### config.mk
export PLATFORM = sky130hd
export DESIGN_NAME = fetch_queue
export DESIGN_NICKNAME = d
export VERILOG_FILES = /design/src/rtl/fetch_queue.sv
export SDC_FILE = /design/constraint.sdc
export NUM_CORES = 1
export LEC_CHECK = 0
export CAP_MARGIN = 40
export CORE_ASPECT_RATIO = 1.1
export CORE_MARGIN = 2
export CORE_UTILIZATION = 41
export CTS_CLUSTER_DIAMETER = 120
export DETAILED_ROUTE_END_ITERATION = 7
export GPL_TIMING_DRIVEN = 0
export PLACE_DENSITY = 0.66
export SYNTH_ARGS = -nofsm -noshare
export SYNTH_HDL_FRONTEND = slang
export SYNTH_SLANG_ARGS = --single-unit
### constraint.sdc
create_clock -name clk -period 6.5 [get_ports clk]
set_input_delay 1.3 -clock clk [delete_from_list [all_inputs] [get_ports clk]]
set_output_delay 1.3 -clock clk [all_outputs]
set_load 0.01 [all_outputs]
### src/rtl/fetch_queue.sv
// Decoupling queue between fetch and decode: a DEPTH-entry circular buffer of
// IF/ID records, with a synchronous flush on redirect and a PC stall request while full.

package fetch_queue_pkg;
  typedef struct packed {
    logic [31:0] pc;
    logic [31:0] instruction;
    logic [31:0] pc_plus4;
    logic        valid_if_id;
  } if_id_reg_t;
endpackage

module fetch_queue
  import fetch_queue_pkg::*;
#(
  parameter int DEPTH = 4
) (
  input  logic                         clk,
  input  logic                         reset,
  input  logic                         enq_valid,
  input  if_id_reg_t                   enq_data,
  output logic                         enq_ready,
  output logic                         deq_valid,
  output if_id_reg_t                   deq_data,
  input  logic                         deq_ready,
  input  logic                         flush,
  output logic                         pc_stall_req,
  output logic [$clog2(DEPTH+1)-1:0]   count
);

  localparam int PW = $clog2(DEPTH);
  localparam int CW = $clog2(DEPTH + 1);
  localparam logic [CW-1:0] FULL = CW'(DEPTH);

  if (DEPTH < 2 || (DEPTH & (DEPTH - 1)) != 0) begin : g_bad_depth
    $error("fetch_queue: DEPTH must be a power of two and at least 2");
  end

  if_id_reg_t    mem [DEPTH];
  logic [PW-1:0] wr_ptr;
  logic [PW-1:0] rd_ptr;
  logic          not_full;
  logic          not_empty;
  logic          enq_fire;
  logic          deq_fire;
  logic          wr_en;

  assign not_full  = (count != FULL);
  assign not_empty = (count != '0);

  // Held at 1 while in reset so the hazard unit never sees a stall from an idle queue.
  assign enq_ready    = ~reset | (not_full & ~flush);
  assign deq_valid    = reset & not_empty & ~flush;
  assign pc_stall_req = ~enq_ready;

  assign enq_fire = enq_valid & enq_ready;
  assign deq_fire = deq_valid & deq_ready;
  // Bubbles from fetch are accepted (handshake completes) but never stored.
  assign wr_en    = enq_fire & enq_data.valid_if_id;

  always_ff @(posedge clk or negedge reset) begin
    if (!reset) begin
      wr_ptr <= '0;
      rd_ptr <= '0;
      count  <= '0;
    end else if (flush) begin
      wr_ptr <= '0;
      rd_ptr <= '0;
      count  <= '0;
    end else begin
      if (wr_en)    wr_ptr <= wr_ptr + PW'(1);
      if (deq_fire) rd_ptr <= rd_ptr + PW'(1);
      case ({wr_en, deq_fire})
        2'b10:   count <= count + CW'(1);
        2'b01:   count <= count - CW'(1);
        default: count <= count;
      endcase
    end
  end

  // Storage carries no reset; stale contents are masked by deq_valid below.
  always_ff @(posedge clk) begin
    if (wr_en && reset && !flush) mem[wr_ptr] <= enq_data;
  end

  always_comb begin
    deq_data = '0;
    if (deq_valid) begin
      deq_data             = mem[rd_ptr];
      deq_data.valid_if_id = 1'b1;
    end
  end

endmodule

==> impl_metrics.ini, run 1 <==
[floorplan]
fp.dieH_um = 204.9
row_count = 73
die_w_um = 186.6
core_area_mm2 = 0.03617
ios = 205
start_util = 0.4158
die_area_mm2 = 0.03823

[clock_network]
cts_tree = yes
clkSinkCount = 391
clock-root-buffer = clkbuf_16
cts.htree.levels = 2
path_clk_slew_ns = 0.06
clockBufferDepth = 3
numCtsBuffers = 39
clkLatencyLatePin_ns = 0.53
post_cts_buffers = 0
cts_hold_buf = 0
cts_resized = 0

[pwr]
p_total_mw = 5.248
p_leak_nw = 6.284
p_per_area_mw_per_mm2 = 275.2
peakVddDrop_mv = 0.2014

[critical_path]
crit_buf_inv = 5
start_kind = input pin
cp-end-kind = output port
worst-path-max-fanout = 11
crit_slowest_cell = clkdlybuf4s50_1
crit_family = buffers and inverters
path_class = input pin to output port
cp.arrival_ns = 4.19
required_ns = 5.20
path_cells = clkdlybuf4s50_1 > and2b_1 > clkbuf_1 > buf_8 > clkbuf_1 > and3_1 > clkdlybuf4s50_1
max_stage_delay_ns = 0.78

[timing]
fin_crit_sh = 0.8452
setup_viol = 0
slew_viol_final = 0
finalHoldViolations = 0
fmax_mhz = 182.0
finalCriticalPeriod_ns = 5.494
fin_setup_tns_ns = 0
tightest_slew_ns = 0.8531
fin_skew_ns = 0.006321
grt_setup_unrepaired = no
relSlewSlack = 0.4313

[detailed_routing]
avgRoutedWirePerCell_um = 21.76
vias_per_cell = 5.225
ant_nets = 0
drt_first_pass_iters = 6
drtIter0Drc = 515
drt_wl_total_um = 31380
vias = 7534
drcViolationCount = 0

[cells_and_area]
fin_nets = 1034
multiInputGateArea_mm2 = 0.003136
fillers = 2899
regArea_mm2 = 0.01171
syn_to_final_growth_pct = 26.76
layout-drive-gt1-share = 0.1878
final_util = 0.5271

[grt]
grt_pass1_wl_um = 47240
grt_usage = 0.1648
antenna_found_initial = 3
grt_max_degree = 53
grt_pass1_vias = 7874
overflow = 0

[yosys]
ys_seq_elements = 391
syn_inst = 677
synth_area_mm2 = 0.01504
synth_nets = 784
async_reset_ff_frac = 0.01790
seq_area_frac_synth = 0.7783
synth.distinct_cells = 33
yosysWarnings = 0
synth-edff-count = 384
avgSynthCellArea_um2 = 22.22
ys.flop_type = edfxtp_1

[min_path]
hold_class = flip-flop to flip-flop

[outcome]
status = finished, final reports clean

[flow_run]
drv_cap = 0

[placed_design]
port_buffers = 204
dp.final_hpwl_um = 19380
place_congestion = 0.7044
## tightest hold or removal path, cell delays in order (launching register included)
cell and delay, ns:
dfrtp_1 0.40, mux2i_1 0.08, nor2_1 0.08
## synth_stat cells, types with 2 or more instances
| library cell | n | area [um^2] |
|---|---|---|
| and3_1 | 100 | 625.6 |
| buf_2 | 13 | 65.06 |
| buf_4 | 3 | 22.52 |
| clkbuf_1 | 30 | 112.6 |
| dfrtp_1 | 7 | 175.2 |
| edfxtp_1 | 384 | 11530 |
| ha_1 | 4 | 50.05 |
| inv_1 | 5 | 18.77 |
| mux2i_1 | 3 | 30.03 |
| mux4_2 | 96 | 2162 |
| nand2_1 | 2 | 7.510 |
| nand2b_1 | 2 | 12.51 |
| nor2_1 | 5 | 18.77 |
| nor2b_1 | 2 | 12.51 |
| o21ai_0 | 2 | 10.01 |
| or3_1 | 2 | 12.51 |
## worst paths after layout
check,start,end,slack (ns),depth (start not counted)
min reg2reg,wr_ptr[1],wr_ptr[1],0.60,2
max,reset,deq_data[49],1.01,7
min in group asynchronous,reset,count[0],1.11,1
max in group asynchronous,reset,rd_ptr[0],5.06,1
min,wr_ptr[1],wr_ptr[1],0.60,2
max reg2reg,count[0],mem[1][51],3.75,4
## registers in the layout, summed over array words and instances (netlist names)
signal and cells:
count 3, wr_ptr 2, rd_ptr 2, mem 384
## cell usage in the layout, fill, tap and decap left out, types with 4 or more instances in the layout
cell type and count:
clkinv_1 5, ha_1 4, dfrtp_1 7, nor2_1 5, clkdlybuf4s50_1 204, inv_1 5, clkinv_2 8, clkbuf_16 41
buf_2 13, buf_16 4, mux4_2 96, and3_4 4, and3_1 96, clkbuf_1 37, edfxtp_1 384
## per-stage QoR
step	instances	worst slack [ns]	hold WS, ns	cell area (um^2)
3_3_place_gp	1368	-1.378	0.5829	17690
4_1_cts	1440	0.9321	0.6069	19060
6_report	1442	1.006	0.6040	19070
5_1_grt	1440	0.7822	0.6589	19060
2_1_floorplan	677	1.852	0.5382	15040
3_5_place_dp	1373	0.9487	0.6014	17840
## final cells by class
| class | count | area share |
|---|---|---|
| multi-input combinational | 235 | 0.1645 |
| tap | 487 | 0.03196 |
| timing repair buffer | 209 | 0.1137 |
| clock buffer | 48 | 0.05519 |
| antenna | 2 | 0.0002625 |
| sequential | 391 | 0.6140 |
| buffer | 46 | 0.01050 |
| clock inverter | 19 | 0.008991 |
| inverter | 5 | 0.0009844 |
## power breakdown
part	total (mW)	internal (mW)	leakage, nW	switching [mW]
clock network	2.16	1.27	0.595	0.897
registers	2.79	2.78	3.55	0.00565
logic	0.294	0.151	2.13	0.143
total	5.25	4.20	6.28	1.05
## routing by layer
metal	global-route usage	vias to the layer above	wire length, um
met5	0	-	13
met1	0.2113	3916	12840
li1	-	3344	-
met3	0.03718	54	1798
met4	0.05329	2	765
met2	0.2807	218	15960
## cells by family after synthesis
logic type | synth area share
buffers and inverters | 0.01456
XOR/XNOR | 0.002247
flip-flops | 0.7783
AND/OR/NAND/NOR | 0.05016
multiplexers | 0.1465
adder cells (fa/ha/maj) | 0.004659
AO/OA/AOI/OAI | 0.003578
Power figures use the tool's default switching activity.
==> run 2, diff against run 1 <==
==> constraint.sdc (replaced) <==
create_clock -name clk -period 5.09 [get_ports clk]
set_input_delay 1.018 -clock clk [delete_from_list [all_inputs] [get_ports clk]]
set_output_delay 1.018 -clock clk [all_outputs]
set_load 0.01 [all_outputs]
==> run 2 against run 1 <==
  * Worst setup slack worse by 0.67 ns
  * Power grew 28%
  * Clock-buffer cell count unchanged
  * Largest cell class unchanged
  * Largest power group unchanged
  * Non-clock buffer count unchanged
  * Global-route usage stayed put
==> impl_metrics.ini, run 2 (same netlist as run 1, synthesis figures left out) <==
[cells_and_area]
final_common_cell = edfxtp_1
reg_top3 = mem: 384 flops, count: 3 flops
final_util = 0.5272
fin_nets = 1034
final_cell_mix = 384 x edfxtp_1, 203 x clkdlybuf4s50_1, 96 x mux4_2, 96 x and3_1, 41 x clkbuf_16
final-instance-count-excl-fill = 1442
regMostFlops = mem
regArea_mm2 = 0.01171
layout-drive-gt1-share = 0.1878
fillers = 2900
syn_to_final_growth_pct = 26.78
largest_register_ffs = 384
multiInputGateArea_mm2 = 0.003136

[critical_path]
cp.arrival_ns = 3.74
timing.rr.start = count[0]
crit_path_start = flush
path_class = input pin to output port
r2r_slack_ns = 2.33
worst-path-max-fanout = 10
cp-end-kind = output port
required_ns = 4.07
start_kind = input pin

[pwr]
p_total_mw = 6.701
p_per_area_mw_per_mm2 = 351.4
peakVddDrop_mv = 0.2576
p_leak_nw = 6.293

[placed_design]
dp_cells = 1373
place_congestion = 0.7044
dp.final_hpwl_um = 19380
port_buffers = 204

[floorplan]
ios = 205
die_w_um = 186.6
start_util = 0.4158
die_area_mm2 = 0.03823
fp.dieH_um = 204.9
core_area_mm2 = 0.03617
row_count = 73

[detailed_routing]
drt_first_pass_iters = 4
drtIter0Drc = 503
drcViolationCount = 0
drt_wl_total_um = 31410
vias = 7529
vias_per_cell = 5.221
ant_nets = 0
avgRoutedWirePerCell_um = 21.78

[clock_network]
clock-root-buffer = clkbuf_16
path_clk_slew_ns = 0.06
clkLatencyLatePin_ns = 0.53
cts.htree.levels = 2
cts_resized = 0
cts_hold_buf = 0
cts_tree = yes
numCtsBuffers = 39
clkSinkCount = 391
clockBufferDepth = 3
post_cts_buffers = 0

[timing]
finalCriticalPeriod_ns = 4.756
fmax_mhz = 210.3
slew_viol_final = 0
finalHoldViolations = 0
setup_viol = 0
tightest_slew_ns = 0.8595
grt_setup_unrepaired = no
fin_skew_ns = 0.006729
relSlewSlack = 0.4270
worst_hold_slack_ns = 0.4477
fin_setup_tns_ns = 0
fin_crit_sh = 0.9343

[grt]
overflow = 0
grt_pass1_vias = 7874
grt_max_degree = 53
antenna_found_initial = 3
grt_usage = 0.1648
grt_pass1_wl_um = 47240

[outcome]
status = finished, final reports clean

[flow_run]
drv_cap = 0

[min_path]
hold_class = input pin to async pin
==> run 2: cell count changes in the layout (fill, tap and decap cells not counted) <==
| cell | delta |
|---|---|
| dlymetal6s2s_1 | +1 |
| clkdlybuf4s50_1 | -1 |
==> run 2: stage by stage <==
| stage | cell area [um^2] | setup slack (ns) |
|---|---|---|
| after floorplan | 15040 | 0.7236 |
| after global placement | 17690 | -2.506 |
| after detailed placement | 17840 | 0.1027 |
| after CTS | 19060 | 0.08610 |
| after global routing | 19060 | 0.1789 |
| final | 19070 | 0.3345 |
==> run 2: final timing paths <==
path | cells past startpoint | to
max | 7 | deq_data[49]
min | 1 | count[0]
min in group clk | 2 | wr_ptr[1]
min reg2reg | 2 | wr_ptr[1]
max reg2reg | 4 | mem[1][51]
max in group asynchronous | 1 | rd_ptr[0]
==> run 2: area by class of cell <==
type | count | share of cell area
Multi-Input combinational cell | 235 | 0.1644
Buffer | 46 | 0.01050
Antenna cell | 2 | 0.0002625
Clock inverter | 19 | 0.008989
Tap cell | 487 | 0.03196
Inverter | 5 | 0.0009843
Clock buffer | 48 | 0.05518
Sequential cell | 391 | 0.6139
Timing Repair Buffer | 209 | 0.1138
==> run 2: per-layer routing <==
| metal | routed length (um) | track usage | vias to the layer above |
|---|---|---|---|
| met5 | 13 | 0 | - |
| met2 | 15990 | 0.2807 | 217 |
| met3 | 1801 | 0.03718 | 50 |
| met1 | 12880 | 0.2113 | 3919 |
| met4 | 716 | 0.05329 | 2 |
| li1 | - | - | 3341 |
==> run 2: worst max-delay path: stages <==
cell and delay, ns:
clkdlybuf4s50_1 0.54, and2b_1 0.33, clkbuf_1 0.45, buf_8 0.22
clkbuf_1 0.33, and3_1 0.24, clkdlybuf4s50_1 0.60
==> run 2: report_power, final <==
part           total (mW)  internal, mW  switching [mW]
combinational       0.376         0.193           0.183
clock                2.76          1.62            1.15
sequential           3.56          3.56         0.00721
==> run 3, diff against run 2 <==
--- a/config.mk
+++ b/config.mk
@@ -12,7 +12,7 @@
 export CTS_CLUSTER_DIAMETER = 120
 export DETAILED_ROUTE_END_ITERATION = 7
 export GPL_TIMING_DRIVEN = 0
-export PLACE_DENSITY = 0.66
+export PLACE_DENSITY_LB_ADDON = 0.05
 export SYNTH_ARGS = -nofsm -noshare
 export SYNTH_HDL_FRONTEND = slang
 export SYNTH_SLANG_ARGS = --single-unit
==> run 3 against run 2 <==
  * Worst setup slack got worse by 0.094 ns
  * Cell area grew 1.1%
  * Flip-flop and latch count unchanged
  * Clock skew increased by 0.00073 ns
  * Die area is the same
  * Fmax fell by 1.9%
  * Non-clock buffer count is 4 higher
  * Register-to-register slack improved by 0.16 ns
  * Highest routed layer unchanged
==> impl_metrics.ini, run 3 (same netlist as run 1, synthesis figures left out) <==
[clock_network]
clkSinkCount = 391
cts.htree.levels = 2
path_clk_slew_ns = 0.05
clock-root-buffer = clkbuf_16
cts_tree = yes
clkLatencyLatePin_ns = 0.53
numCtsBuffers = 42
clockBufferDepth = 3
cts_hold_buf = 0
post_cts_buffers = 0
cts_resized = 0

[placed_design]
detailedPlace.worstSlack_ns = 0.1683
dp_cells = 1377
place_congestion = 0.7150
port_buffers = 204
dp.final_hpwl_um = 20190

[critical_path]
worst-path-max-fanout = 11
crit_path_start = reset
path_class = input pin to output port
cp-end-kind = output port
cp.arrival_ns = 3.83
required_ns = 4.07
start_kind = input pin
timing.rr.start = count[1]

[pwr]
power.switching_mw = 1.365
p_per_area_mw_per_mm2 = 355.8
switching_share = 0.1991
p_total_mw = 6.857
p_leak_nw = 6.391
p_int_mw = 5.492
combinationalPowerShare = 0.055
clkPwrFrac = 0.425
peakVddDrop_mv = 0.2767
p_seq_frac = 0.520

[detailed_routing]
drt_first_pass_iters = 5
vias = 7526
drtIter0Drc = 482
drt_wl_total_um = 32940
drcViolationCount = 0
vias_per_cell = 5.190
avgRoutedWirePerCell_um = 22.72
ant_nets = 0

[timing]
slew_viol_final = 0
setup_viol = 0
finalCriticalPeriod_ns = 4.850
layout_setup_ws_ns = 0.2403
fmax_mhz = 206.2
worst_hold_slack_ns = 0.6308
relSlewSlack = 0.4838
tightest_slew_ns = 0.7742
grt_setup_unrepaired = no
finalHoldViolations = 0
fin_skew_ns = 0.007458
fin_crit_sh = 0.9528

[cells_and_area]
reg_top3 = mem: 384 flops, count: 3 flops
final_common_cell = edfxtp_1
syn_to_final_growth_pct = 28.14
fin_nets = 1041
final-instance-count-excl-fill = 1450
regMostFlops = mem
fillers = 2908
largest_register_ffs = 384
final_cell_mix = 384 x edfxtp_1, 204 x clkdlybuf4s50_1, 96 x mux4_2, 96 x and3_1, 45 x clkbuf_16
layout-drive-gt1-share = 0.1954

[floorplan]
die_area_mm2 = 0.03823
die_w_um = 186.6
fp.dieH_um = 204.9
start_util = 0.4158
row_count = 73
ios = 205
core_area_mm2 = 0.03617

[outcome]
status = finished, final reports clean

[grt]
antenna_found_initial = 4
grt_pass1_vias = 8393
grt_pass1_wl_um = 49770
grt_usage = 0.1737
overflow = 0
grt_max_degree = 40

[flow_run]
drv_cap = 0

[min_path]
hold_start = wr_ptr[1]
hold_class = flip-flop to flip-flop
run 3: cell count changes in the layout (fill, tap and decap cells not counted), sizes merged:
cell,before,now
clkinvlp,3,1
dlymetal6s2s,1,0
clkdlybuf4s50,203,204
clkinv,13,20
diode,2,1
buf,21,25
run 3: worst paths after layout:
kind | cells after the start | to | slack [ns]
max in group asynchronous | 1 | rd_ptr[1] | 3.86
worst min-delay path | 2 | wr_ptr[1] | 0.63
worst max register to register | 7 | count[2] | 2.49
min in group asynchronous | 1 | rd_ptr[0] | 0.86
worst max-delay path | 7 | deq_data[85] | 0.24
worst min register to register | 2 | wr_ptr[1] | 0.63
run 3: cell type report:
type,count,area [um^2],area share
Tap cell,487,609.3,0.03162
Antenna cell,1,2.502,0.0001298
Inverter,5,18.77,0.0009738
Clock buffer,48,1137,0.05901
Buffer,46,200.2,0.01039
Timing Repair Buffer,213,2277,0.1182
Multi-Input combinational cell,235,3136,0.1627
Sequential cell,391,11710,0.6074
Clock inverter,24,186.4,0.009673
run 3: critical path: stages:
cell and delay, ns:
clkdlybuf4s50_1 0.83, and2b_1 0.31, clkbuf_1 0.28, buf_8 0.21, clkbuf_1 0.36, and3_1 0.26
clkdlybuf4s50_1 0.55
run 3: metal layers:
layer / wire [um] / up-vias / track usage
met3: 2146 / 50 / 0.04386
met2: 17110 / 211 / 0.3086
met5: 27 / - / 0
li1: - / 3354 / -
met4: 676 / 4 / 0.05130
met1: 12980 / 3907 / 0.2104
run 3: power by group through the flow:
stage	Sequential (mW)	Clock (mW)	Combinational [mW]
finish	3.56	2.91	0.380
detailed placement	3.63	0	0.387
global placement	3.63	0	0.370
floorplan	3.63	0	0.161
CTS	3.56	3.00	0.389
global route	3.56	3.12	0.412
run 3: stage by stage:
step | util | TNS [ns] | instance area, um^2
after floorplan | - | 0 | 15040
after CTS | 0.5328 | 0 | 19270
after global routing | 0.5328 | 0 | 19270
after global placement | 0.4891 | -928.67 | 17690
after detailed placement | 0.4962 | 0 | 17950
final | 0.5329 | 0 | 19270
